[src/rtl/decode_queue.sv]
// Decode stage: a small instruction FIFO decouples fetch from decode. The head
// entry is decoded into registered outputs, and a load scoreboard inserts load-use bubbles.
module decode_queue #(
    parameter int QDEPTH   = 4,
    parameter int LOAD_LAT = 1,
    parameter int CNTW     = $clog2(QDEPTH + 1)
) (
    input  logic            clk,
    input  logic            rst,
    input  logic            flush,
    input  logic            stall,
    input  logic            in_valid,
    output logic            in_ready,
    input  logic [31:0]     in_pc,
    input  logic [31:0]     in_inst,
    output logic            out_valid,
    output logic [31:0]     out_pc,
    output logic [6:0]      out_opcode,
    output logic [4:0]      out_rd,
    output logic [4:0]      out_rs1,
    output logic [4:0]      out_rs2,
    output logic [2:0]      out_funct3,
    output logic [6:0]      out_funct7,
    output logic [31:0]     out_imm,
    output logic [11:0]     out_ctrl,
    output logic            out_error,
    output logic            hazard,
    output logic [CNTW-1:0] occupancy
);
    localparam int PW = (QDEPTH > 1) ? $clog2(QDEPTH) : 1;

    logic [31:0]     pc_mem   [QDEPTH];
    logic [31:0]     inst_mem [QDEPTH];
    logic [PW-1:0]   wr_ptr_reg, rd_ptr_reg;
    logic [CNTW-1:0] count_reg;

    logic            empty, full, push, pop, issue;
    logic [31:0]     head_pc, head_inst;
    logic [11:0]     dec_ctrl;
    logic [31:0]     dec_imm;
    logic            dec_err;
    logic [4:0]      head_rd, head_rs1, head_rs2;

    logic [LOAD_LAT-1:0] sb_v_reg;
    logic [4:0]          sb_rd_reg [LOAD_LAT];
    logic [LOAD_LAT-1:0] sb_match;

    assign empty     = (count_reg == '0);
    assign full      = (count_reg == CNTW'(QDEPTH));
    assign in_ready  = !full && !flush;
    assign push      = in_valid && in_ready && !rst;
    assign issue     = !stall && !flush;
    assign pop       = issue && !empty && !hazard;
    assign occupancy = count_reg;

    assign head_pc   = pc_mem[rd_ptr_reg];
    assign head_inst = inst_mem[rd_ptr_reg];
    assign head_rd   = head_inst[11:7];
    assign head_rs1  = head_inst[19:15];
    assign head_rs2  = head_inst[24:20];

    // Buffer storage carries no reset so it can map onto distributed RAM.
    always_ff @(posedge clk) begin
        if (push) begin
            pc_mem[wr_ptr_reg]   <= in_pc;
            inst_mem[wr_ptr_reg] <= in_inst;
        end
    end

    always_ff @(posedge clk) begin
        if (rst || flush) begin
            wr_ptr_reg <= '0;
            rd_ptr_reg <= '0;
            count_reg  <= '0;
        end else begin
            if (push) wr_ptr_reg <= wr_ptr_reg + 1'b1;
            if (pop)  rd_ptr_reg <= rd_ptr_reg + 1'b1;
            count_reg <= count_reg + CNTW'(push) - CNTW'(pop);
        end
    end

    always_comb begin
        dec_ctrl = '0;
        dec_imm  = '0;
        dec_err  = 1'b0;
        case (head_inst[6:0])
            7'b0010011: begin dec_ctrl = 12'b110111000000; dec_imm = {{20{head_inst[31]}}, head_inst[31:20]}; end
            7'b0110011: begin dec_ctrl = 12'b111100000000; dec_imm = {{20{head_inst[31]}}, head_inst[31:20]}; end
            7'b0000011: begin dec_ctrl = 12'b110111000101; dec_imm = {{20{head_inst[31]}}, head_inst[31:20]}; end
            7'b0100011: begin
                dec_ctrl = 12'b011010000010;
                dec_imm  = {{20{head_inst[31]}}, head_inst[31:25], head_inst[11:7]};
            end
            7'b1100011: begin
                dec_ctrl = 12'b011000110000;
                dec_imm  = {{19{head_inst[31]}}, head_inst[31], head_inst[7],
                            head_inst[30:25], head_inst[11:8], 1'b0};
            end
            7'b0110111: begin dec_ctrl = 12'b100111000000; dec_imm = {head_inst[31:12], 12'b0}; end
            7'b0010111: begin dec_ctrl = 12'b100111100000; dec_imm = {head_inst[31:12], 12'b0}; end
            7'b1101111: begin
                dec_ctrl = 12'b100110111000;
                dec_imm  = {{11{head_inst[31]}}, head_inst[31], head_inst[19:12],
                            head_inst[20], head_inst[30:21], 1'b0};
            end
            7'b1100111: begin dec_ctrl = 12'b110110011000; dec_imm = {{20{head_inst[31]}}, head_inst[31:20]}; end
            default:    dec_err = 1'b1;
        endcase
    end

    // Entry 0 tracks whatever sits in the output registers; older loads shift upward.
    generate
        for (genvar gi = 0; gi < LOAD_LAT; gi++) begin : g_sb
            assign sb_match[gi] = sb_v_reg[gi] &&
                ((dec_ctrl[10] && head_rs1 != 5'd0 && head_rs1 == sb_rd_reg[gi]) ||
                 (dec_ctrl[9]  && head_rs2 != 5'd0 && head_rs2 == sb_rd_reg[gi]));

            always_ff @(posedge clk) begin
                if (rst || flush) begin
                    sb_v_reg[gi]  <= 1'b0;
                    sb_rd_reg[gi] <= '0;
                end else if (!stall) begin
                    if (gi == 0) begin
                        sb_v_reg[gi]  <= pop && dec_ctrl[0] && head_rd != 5'd0;
                        sb_rd_reg[gi] <= pop ? head_rd : 5'd0;
                    end else begin
                        sb_v_reg[gi]  <= sb_v_reg[(gi > 0) ? gi - 1 : 0];
                        sb_rd_reg[gi] <= sb_rd_reg[(gi > 0) ? gi - 1 : 0];
                    end
                end
            end
        end
    endgenerate

    assign hazard = !empty && (|sb_match);

    always_ff @(posedge clk) begin
        if (rst || flush || (issue && !pop)) begin
            out_valid  <= 1'b0;
            out_pc     <= '0;
            out_opcode <= '0;
            out_rd     <= '0;
            out_rs1    <= '0;
            out_rs2    <= '0;
            out_funct3 <= '0;
            out_funct7 <= '0;
            out_imm    <= '0;
            out_ctrl   <= '0;
            out_error  <= 1'b0;
        end else if (pop) begin
            out_valid  <= 1'b1;
            out_pc     <= head_pc;
            out_opcode <= head_inst[6:0];
            out_rd     <= head_rd;
            out_rs1    <= head_rs1;
            out_rs2    <= head_rs2;
            out_funct3 <= head_inst[14:12];
            out_funct7 <= head_inst[31:25];
            out_imm    <= dec_imm;
            out_ctrl   <= dec_ctrl;
            out_error  <= dec_err;
        end
    end
endmodule
[config.mk]
export PLATFORM = sky130hd
export DESIGN_NAME = decode_queue
export DESIGN_NICKNAME = d
export VERILOG_FILES = /design/src/rtl/decode_queue.sv
export SDC_FILE = /design/constraint.sdc
export NUM_CORES = 1
export LEC_CHECK = 0
export ABC_AREA = 1
export CELL_PAD_IN_SITES_DETAIL_PLACEMENT = 1
export CELL_PAD_IN_SITES_GLOBAL_PLACEMENT = 1
export CORE_MARGIN = 2
export CORE_UTILIZATION = 47
export CTS_CLUSTER_SIZE = 30
export DETAILED_ROUTE_END_ITERATION = 16
export GPL_TIMING_DRIVEN = 0
export HOLD_SLACK_MARGIN = 0.1
export PLACE_DENSITY_LB_ADDON = 0.25
export SETUP_SLACK_MARGIN = 0.4
export SYNTH_ARGS = -nofsm -noshare
export SYNTH_HDL_FRONTEND = slang
export SYNTH_SLANG_ARGS = --single-unit
[constraint.sdc]
create_clock -name clk -period 13.8 [get_ports clk]
set_input_delay 3.45 -clock clk [delete_from_list [all_inputs] [get_ports clk]]
set_output_delay 3.45 -clock clk [all_outputs]
set_load 0.05 [all_outputs]
==> metrics.txt, run 1 <==
Synth Instances=1,608; largest family of logic cells by synthesized area=simple AND/OR/NAND/NOR gates; Fin Setup TNS=0 ns; Tcrit/Tclk final=61.5%; met2 Use GR=50.2%; HP Class=reg -> reg; Synth Area in Compound Gates=6.00%; Synth top cells by count=nand2_1 (527), edfxtp_1 (261), nand3_1 (157), inv_1 (155), dfxtp_1 (118); Critical Path RT=10.35 ns; share of the synthesized area in the top cell type=49.7%; via/cell ratio=5.47; ranking of synthesized cells by area=edfxtp_1 (50%), dfxtp_1 (15%), nand2_1 (13%), nand3_1 (5.0%), inv_1 (3.7%); WHS Endpoint=out_imm[30]$_SDFFE_PP0P_; Post-synth EDFFs=261; worst relative slew slack=27.0%; endpoint arrival time on the critical path=5.04 ns; initial antenna violation count=3; Syn Nets=1,684; Hold WS=0.517 ns; vias in the first global route=13,600; Min Clock Period, post-route=8.49 ns; Root Driver=clkbuf_16; MaxCap Viol Count=0; final hold vios=0; Post-Syn Area=15,800 sq um; Post-Synth Simple-Gate Area=21.6%; drt wl/cell=21.6 um; Yosys reg bits=379; number of placement rows=67; Multi-input gate area=4510 sq um; CP Launch Type=input port; Die Footprint=35,000 sq um; GRT Total Usage=28.3%; worst hold path cell count=4; CTS resizes=0; FFs w/ async S/R, synth=0%; status=finished, final reports clean; CP Class=in -> out; Placeable Area=33,300 sq um; final WL=50.1 mm; Buffers on Ports=183; xor and xnor area share after synthesis=0.167%; Worst Tran Pin Value=1.09 ns; hold_buf cts=0; largest registers=inst_mem: 128 flops, pc_mem: 128 flops; Post-layout nets=1,919; Area growth syn-to-layout=25.0%; worst skew pair latency=0.53 ns; register area share after synthesis=64.7%; worst setup margin=5.31 ns; most frequent cell after synthesis=nand2_1; post-synthesis mux area share=0%; Clock Sinks=379; initial core utilization=47.4%; DIE HEIGHT=187 um; count of final setup violators=0; area share of fa/ha/maj cells after synthesis=0.603%; Synth Warn #=0; kind of end point of the critical path=primary output; DP Area=18,400 sq um; largest net degree at the start of global routing=28; met1 Track Usage GR=34.0%; Final Cell Area=19,700 sq um; I/O pins=184; Register-to-Register Setup Slack=9.60 ns; syn_area_per_cell=9.81 sq um; CTS Buffer Depth=3; first-pass GRT wire length=76.8 mm; fmax=118 MHz; Peak VDD IR=0.0870 mV; RSZ-0062 raised after global routing=false; Worst Clk Skew=0.0196 ns; layout cells sized above 1=7.31%; # fillers=3,660; top_reg_cell synth=edfxtp_1; TritonCTS Buffers=40; FF-to-FF End=occupancy[2]$_SDFF_PP0_; grt total ovfl=0; final slew viol count=0; dpl ws=5.35 ns; fin util=59.3%; DR pass1 iterations=5; DRC Markers=0; 1st-iter DRT viols=861; Most Used Layer, Global Route=met2; die width=187 um; Reg area=10,200 sq um; Netlist cell types=32; via count=12,700; antenna-violating nets left=0; FF-to-FF path depth=23; leakage power=0.00789 uW; area leader, netlist=edfxtp_1; CTS H-tree depth=2; Setup Fix Bufs, Post-CTS=0; Clk pin slew, worst setup/hold paths=0.06 ns; DP Wirelength=33.9 mm; worst hold start=out_imm[30]$_SDFFE_PP0P_; GP Congestion=0.875; CTS tree=yes; PD cells=121 nW/um^2; met3 Use GR=4.88%; largest fanout on the critical path=3
[metrics by stage]
| stage | total power (uW) | std cells |
|---|---|---|
| floorplan | 1290 | 1608 |
| global placement | 1330 | 2239 |
| detailed placement | 1340 | 2249 |
| CTS | 2390 | 2322 |
| global route | 2440 | 2322 |
| finish | 2380 | 2323 |
[final cells by class]
class,count,area share [%]
Clock buffer,59,5.86
Timing Repair Buffer,193,10.5
Inverter,162,3.08
Buffer,89,2.47
Antenna cell,1,0.0127
Tap cell,448,2.84
Sequential cell,379,51.7
Multi-Input combinational cell,978,22.9
Clock inverter,14,0.692
[worst max-delay path by stage]
stage | start | end | slack (ns) | cells after the start
after CTS | flush | in_ready | 5.32 | 3
after detailed placement | flush | in_ready | 5.35 | 3
final | flush | in_ready | 5.31 | 3
after floorplan | flush | inst_mem[0][0]$_DFFE_PP_ | 5.87 | 3
after global placement | rst | inst_mem[3][0]$_DFFE_PP_ | 3.88 | 3
after global routing | flush | in_ready | 5.29 | 3
[cell families (layout without fill, tap and decap cells)]
family,Yosys count,count (layout)
AOI/OAI and AO/OA,141,141
xor gates and xnor gates,3,3
adders and majority gates,7,7
buffers and inverters,251,517
DFF,379,379
other,0,1
and+or+nand+nor,827,827
[report_power, final]
group	internal, uW	switching [uW]
Clock	620	447
Sequential	1220	3.54
Combinational	33.1	55.7
Total	1880	506
[worst max-delay path, cell delays in order]
cell and delay (ns):
clkdlybuf4s50_1 0.49, a21oi_1 0.22, clkdlybuf4s50_1 0.87
[layer usage]
| layer | vias to the layer above | routed length (um) |
|---|---|---|
| li1 | 5819 | - |
| met1 | 6259 | 19800 |
| met2 | 494 | 25200 |
| met3 | 137 | 3070 |
| met4 | 4 | 1910 |
| met5 | - | 28 |
[placed cells by master (no fill, tap or decap), drive strengths merged]
| cell | synthesis | final |
|---|---|---|
| buf | 52 | 62 |
| clkdlybuf4s50 | 0 | 183 |
| dfxtp | 118 | 118 |
| fa | 1 | 1 |
| nand3 | 158 | 158 |
| a21oi | 51 | 51 |
| a31oi | 2 | 2 |
| edfxtp | 261 | 261 |
| ha | 6 | 6 |
| a32o | 32 | 32 |
| nor3 | 7 | 7 |
| nand3b | 4 | 4 |
| nand2 | 535 | 535 |
| a32oi | 6 | 6 |
| nor2 | 114 | 114 |
| xor2 | 3 | 3 |
| diode | 0 | 1 |
| bufinv | 0 | 2 |
| nand4 | 9 | 9 |
| o21ai | 25 | 25 |
| o22ai | 9 | 9 |
| inv | 162 | 164 |
| clkbuf | 37 | 96 |
| a22oi | 16 | 16 |
| clkinv | 0 | 10 |
Power figures use the tool's default switching activity.
==> inputs of run 2 (changes only) <==
Settings changed: CORE_UTILIZATION 47 to 44.
Clock period 13.8 ns to 8.4 ns, I/O delays scaled along.
==> metrics.txt, run 2 (synthesized netlist as in run 1, its figures left out) <==
Finished Layout Cells=2,338 (+0.65%); HP Class=reg -> reg; RSZ-0062 raised after global routing=false; CP Class=reg -> out; die width=193 um (+3.3%); Top delay family on crit path=buffers and inverters; status=finished, final reports clean; CTS H-tree depth=2 (unchanged); Worst Setup EP=hazard; grt total ovfl=0 (unchanged); Placeable Area=35,400 sq um (+6.4%); worst skew pair latency=0.55 ns (+0.02 ns); largest net degree at the start of global routing=28 (unchanged); Placed Cells incl. Taps=2,261 (+0.53%); worst relative slew slack=18.6% (-8.3 points); final hold vios=0 (unchanged); crit path max-delay cell type=clkdlybuf4s50_1; via count=12,500 (-2.0%); largest fanout on the critical path=10 (+7); CTS resizes=0 (unchanged); Area growth syn-to-layout=24.8%; 1st-iter DRT viols=1,002 (+16%); GP Congestion=0.851 (-2.7%); Register-to-Register Setup Slack=4.34 ns (-5.26 ns); Setup Fix Bufs, Post-CTS=0 (unchanged); # fillers=3,949 (+7.9%); Clk pin slew, worst setup/hold paths=0.06 ns (about the same); antenna-violating nets left=0 (unchanged); via/cell ratio=5.33 (-2.6%); vias in the first global route=13,100 (-3.3%); Buffers on Ports=183 (unchanged); largest registers=inst_mem: 128 flops, pc_mem: 128 flops; Buf+Inv Stages, Crit Path=6 (+4); hold_buf cts=0 (unchanged); CP Cell Sequence=inv_2 > buf_6 > nand2_1 > nand3_1 > nand2_1 > nand2_1 > nor2_4 > inv_2 > nor2_1 > nand3_1 > nand2_1 > nand2_4 > buf_6 > buf_4 > nor2_1 > clkdlybuf4s50_1; TritonCTS Buffers=40 (unchanged); DRC Markers=0 (unchanged); PD cells=197 nW/um^2 (+63%); Final Cell Area=19,700 sq um (-0.17%); final WL=49.3 mm (-1.5%); GRT Total Usage=26.2% (-2.2 points); CTS Buffer Depth=3 (unchanged); Crit path top cell by count=nand2_1; final slew viol count=0 (unchanged); DP Wirelength=34.5 mm (+1.6%); endpoint arrival time on the critical path=4.15 ns (-0.89 ns); count of final setup violators=0 (unchanged); initial antenna violation count=5 (+2); Crit path depth=16 (+13); CTS tree=yes; FF-to-FF path depth=23 (unchanged); FF-to-FF End=occupancy[2]$_SDFF_PP0_; Clock Sinks=379 (unchanged); Worst Clk Skew=0.0286 ns (+0.00894 ns); layout cells sized above 1=7.15% (-0.16 points); most frequent cells in the layout=nand2_1 (527), edfxtp_1 (261), clkdlybuf4s50_1 (183); Tcrit/Tclk final=74.4%; kind of end point of the critical path=primary output; initial core utilization=44.6% (-2.8 points); Critical Path RT=6.30 ns (-4.05 ns); Root Driver=clkbuf_16; Min Clock Period, post-route=6.25 ns; fmax=160 MHz; Peak VDD IR=0.173 mV (+99%); Die Footprint=37,400 sq um (+6.7%); drt wl/cell=21.1 um (-2.1%); number of placement rows=69 (+3.0%); DR pass1 iterations=6 (+1); most common cell after layout, fill and taps aside=nand2_1; DP Area=18,400 sq um (-0.10%); CP Launch Type=register; first-pass GRT wire length=76.0 mm (-1.1%); leakage power=0.00786 uW (-0.39%); Crit path largest cell delay=0.86 ns (about the same); I/O pins=184 (unchanged); Post-layout nets=1,918 (-0.052%); MaxCap Viol Count=0 (unchanged); Worst Tran Pin Value=1.21 ns (+0.124 ns); DIE HEIGHT=193 um (+3.3%)
run 2: worst min-delay path, cell delays in order, from the launching register on:
cell	delay [ns]
dfxtp_1	0.31
inv_1	0.05
nand2_1	0.04
nand2_1	0.05
nor2_1	0.03
run 2: area by class of cell:
cell class	instances	area, sq um	share of cell area [%]
flip-flops and latches	379	10200	51.8
well taps	461	577	2.93
repair buffers	192	2030	10.3
diodes	3	7.51	0.0381
inverters	162	608	3.09
multi-input cells	978	4510	22.9
clock buffers	52	1090	5.52
clock inverters	22	186	0.947
plain buffers	89	488	2.48
run 2: per-layer routing:
metal | GRT usage, % | wire length [um] | vias up
li1 | - | - | 5808
met1 | 33.4 | 20700 | 6140
met2 | 44.7 | 24100 | 416
met3 | 4.45 | 3090 | 93
met4 | 9.75 | 1490 | 4
met5 | 0 | 27 | -
run 2: per-stage QoR:
step | total power (uW) | util, % | setup TNS, ns | hold slack (ns) | setup slack [ns]
finish | 3880 | 55.6 | 0 | 0.514 | 2.15
global route | 3980 | 55.6 | 0 | 0.545 | 1.98
CTS | 3900 | 55.6 | 0 | 0.519 | 2.17
detailed placement | 2200 | 52.0 | 0 | 0.508 | 2.53
global placement | 2190 | 51.4 | -89.88 | 0.500 | -0.404
floorplan | 2110 | - | 0 | 0.484 | 1.82
run 2: how the worst min path moves through the flow:
stage                        startpoint                        to  cells after the start  slack [ns]
6_report         out_pc[1]$_SDFFE_PP0P_    out_pc[1]$_SDFFE_PP0P_                      4        0.51
5_1_grt          out_pc[1]$_SDFFE_PP0P_    out_pc[1]$_SDFFE_PP0P_                      4        0.54
4_1_cts        out_imm[27]$_SDFFE_PP0P_  out_imm[27]$_SDFFE_PP0P_                      4        0.52
3_5_place_dp    out_pc[10]$_SDFFE_PP0P_   out_pc[10]$_SDFFE_PP0P_                      4        0.51
3_3_place_gp     out_pc[0]$_SDFFE_PP0P_    out_pc[0]$_SDFFE_PP0P_                      4        0.50
2_1_floorplan     sb_v_reg$_SDFFE_PP0N_     sb_v_reg$_SDFFE_PP0N_                      2        0.48
run 2: report_power, final:
group          internal [uW]  leakage, uW  switching (uW)
registers               2010      0.00332            5.61
clock network            979     0.000624             739
logic                   54.2      0.00391            91.7
total                   3040      0.00786             836
==> inputs of run 3 (changes only) <==
Settings changed: CORE_UTILIZATION 44 to 39.
Clock period 8.4 ns to 5.2 ns, I/O delays scaled along.
==> metrics.txt, run 3 (synthesized netlist as in run 1, its figures left out) <==
status=finished, final reports clean; RSZ-0062 raised after global routing=false; antenna-violating nets left=0 (unchanged); Placeable Area=39,800 sq um (+13%); via count=12,200 (-2.1%); DIE HEIGHT=205 um (+6.1%); HP Class=reg -> reg; CP Class=reg -> out; clock power share=45.6% (+1.3 points); FF-to-FF End=occupancy[2]$_SDFF_PP0_; Crit path top cell by count=nand2_1; fmax=216 MHz; most frequent cells in the layout=nand2_1 (524), edfxtp_1 (261), clkdlybuf4s50_1 (182); Placed Cells incl. Taps=2,325 (+2.8%); CP Cell Sequence=buf_2 > inv_2 > buf_6 > nand3_1 > nand2_1 > nand2_2 > nor2_4 > o21ai_2 > nand2_1 > nand3_1 > nand2_1 > nand2_4 > buf_6 > buf_4 > nor2_2 > buf_4; GRT Total Usage=22.9% (-3.3 points); Crit path largest cell delay=0.30 ns (-0.56 ns); via/cell ratio=5.07 (-4.8%); CTS H-tree depth=2 (unchanged); count of final setup violators=0 (unchanged); GP Congestion=0.833 (-2.1%); DP Wirelength=34.0 mm (-1.3%); 1st-iter DRT viols=894 (-11%); initial antenna violation count=8 (+3); Root Driver=clkbuf_16; die width=205 um (+6.1%); Pint=5020 uW (+65%); Critical Path RT=3.90 ns (-2.40 ns); MaxCap Viol Count=0 (unchanged); TritonCTS Buffers=42 (+5.0%); Buffers on Ports=183 (unchanged); CTS tree=yes; Finished Layout Cells=2,404 (+2.8%); Min Clock Period, post-route=4.62 ns; Peak VDD IR=0.221 mV (+28%); number of placement rows=73 (+5.8%); worst skew pair latency=0.59 ns (+0.04 ns); Reg power frac=50.8% (-1.1 points); Worst Clk Skew=0.0217 ns (-0.00687 ns); Hold WS=0.517 ns (+0.00345 ns); layout cells sized above 1=7.61% (+0.46 points); endpoint arrival time on the critical path=3.32 ns (-0.83 ns); Combinational Power Share=3.6% (-0.2 points); grt total ovfl=0 (unchanged); initial core utilization=39.6% (-5.0 points); drt wl/cell=19.7 um (-6.7%); final slew viol count=0 (unchanged); PD cells=323 nW/um^2 (+64%); Fin Setup TNS=0 ns (unchanged); vias in the first global route=12,700 (-3.5%); Sw Ratio=21.6% (about the same); Tcrit/Tclk final=88.9%; FF-to-FF path depth=23 (unchanged); CTS Buffer Depth=3 (unchanged); Clock Sinks=379 (unchanged); Register-to-Register Setup Slack=1.23 ns (-3.11 ns); Die Footprint=42,100 sq um (+13%); largest fanout on the critical path=10 (unchanged); largest net degree at the start of global routing=27 (-3.6%); leakage power=0.00789 uW (+0.49%); Psw=1380 uW (+65%); final hold vios=0 (unchanged); DRC Markers=0 (unchanged); I/O pins=184 (unchanged); Worst Tran Pin Value=1.05 ns (-0.161 ns); Worst Setup EP=hazard; final WL=47.3 mm (-4.0%); largest registers=inst_mem: 128 flops, pc_mem: 128 flops; CP Launch Type=register; kind of end point of the critical path=primary output; worst relative slew slack=29.5% (+11 points); DR pass1 iterations=5 (-1); Final Power=6410 uW (+65%); crit path max-delay cell type=dfxtp_1; Area growth syn-to-layout=25.9%; Clk pin slew, worst setup/hold paths=0.06 ns (about the same); Post-layout nets=1,921 (+0.16%); most common cell after layout, fill and taps aside=nand2_1; first-pass GRT wire length=72.6 mm (-4.5%)
-- run 3: worst min-delay path by stage --
| stage | start | endpoint | slack (ns) | cells past startpoint |
|---|---|---|---|---|
| CTS | out_pc[22]$_SDFFE_PP0P_ | out_pc[22]$_SDFFE_PP0P_ | 0.52 | 4 |
| finish | out_pc[26]$_SDFFE_PP0P_ | out_pc[26]$_SDFFE_PP0P_ | 0.52 | 4 |
| global placement | out_pc[21]$_SDFFE_PP0P_ | out_pc[21]$_SDFFE_PP0P_ | 0.50 | 4 |
| global route | out_pc[22]$_SDFFE_PP0P_ | out_pc[22]$_SDFFE_PP0P_ | 0.55 | 4 |
| detailed placement | out_pc[22]$_SDFFE_PP0P_ | out_pc[22]$_SDFFE_PP0P_ | 0.51 | 4 |
| floorplan | sb_v_reg$_SDFFE_PP0N_ | sb_v_reg$_SDFFE_PP0N_ | 0.48 | 2 |
-- run 3: cell type report --
cell class	count	area [sq um]
plain buffers	89	490
clock inverters	18	208
repair buffers	193	2030
fillers	4471	20000
inverters	162	611
well taps	525	657
clock buffers	59	1130
diodes	1	2.50
multi-input cells	978	4520
flip-flops and latches	379	10200
-- run 3: worst max-delay path, delay by kind of cell, from the launching register on --
kind                   cells  cell delay [ns]
AO/OA/AOI/OAI              1             0.12
buffers and inverters      6             1.02
flip-flops                 1             0.30
AND/OR/NAND/NOR            9             1.26
-- run 3: per-layer routing --
metal | global-route usage [%] | vias to the layer above | part of all wire [%]
met2 | 37.2 | 324 | 47
li1 | - | 5814 | -
met1 | 29.6 | 5937 | 44
met4 | 10.1 | 10 | 3.7
met3 | 4.65 | 110 | 5.6
met5 | 0 | - | 0.15
-- run 3: power groups by stage --
stage          clock network, uW  registers (uW)  logic, uW
2_1_floorplan                  0            3320       89.8
3_3_place_gp                   0            3320        217
3_5_place_dp                   0            3320        229
4_1_cts                     2980            3250        231
5_1_grt                     3080            3250        251
6_report                    2920            3250        231
-- run 3: timing repair --
action / CTS / global route
gates resized for setup: 10 / 5
gates cloned: 0 / 0
setup endpoints to repair: 1 / 1
buffers inserted: 1 / 0
hold endpoints to repair: 0 / 0
pin swaps: 1 / 0
hold buffers: 0 / 0
-- run 3: through the flow --
step	worst slack (ns)	util, %	instance area [sq um]
after floorplan	-0.581	-	15800
after global placement	-2.87	45.9	18300
after detailed placement	0.373	46.4	18500
after CTS	0.418	49.8	19800
after global routing	0.443	49.9	19900
final	0.577	49.9	19900
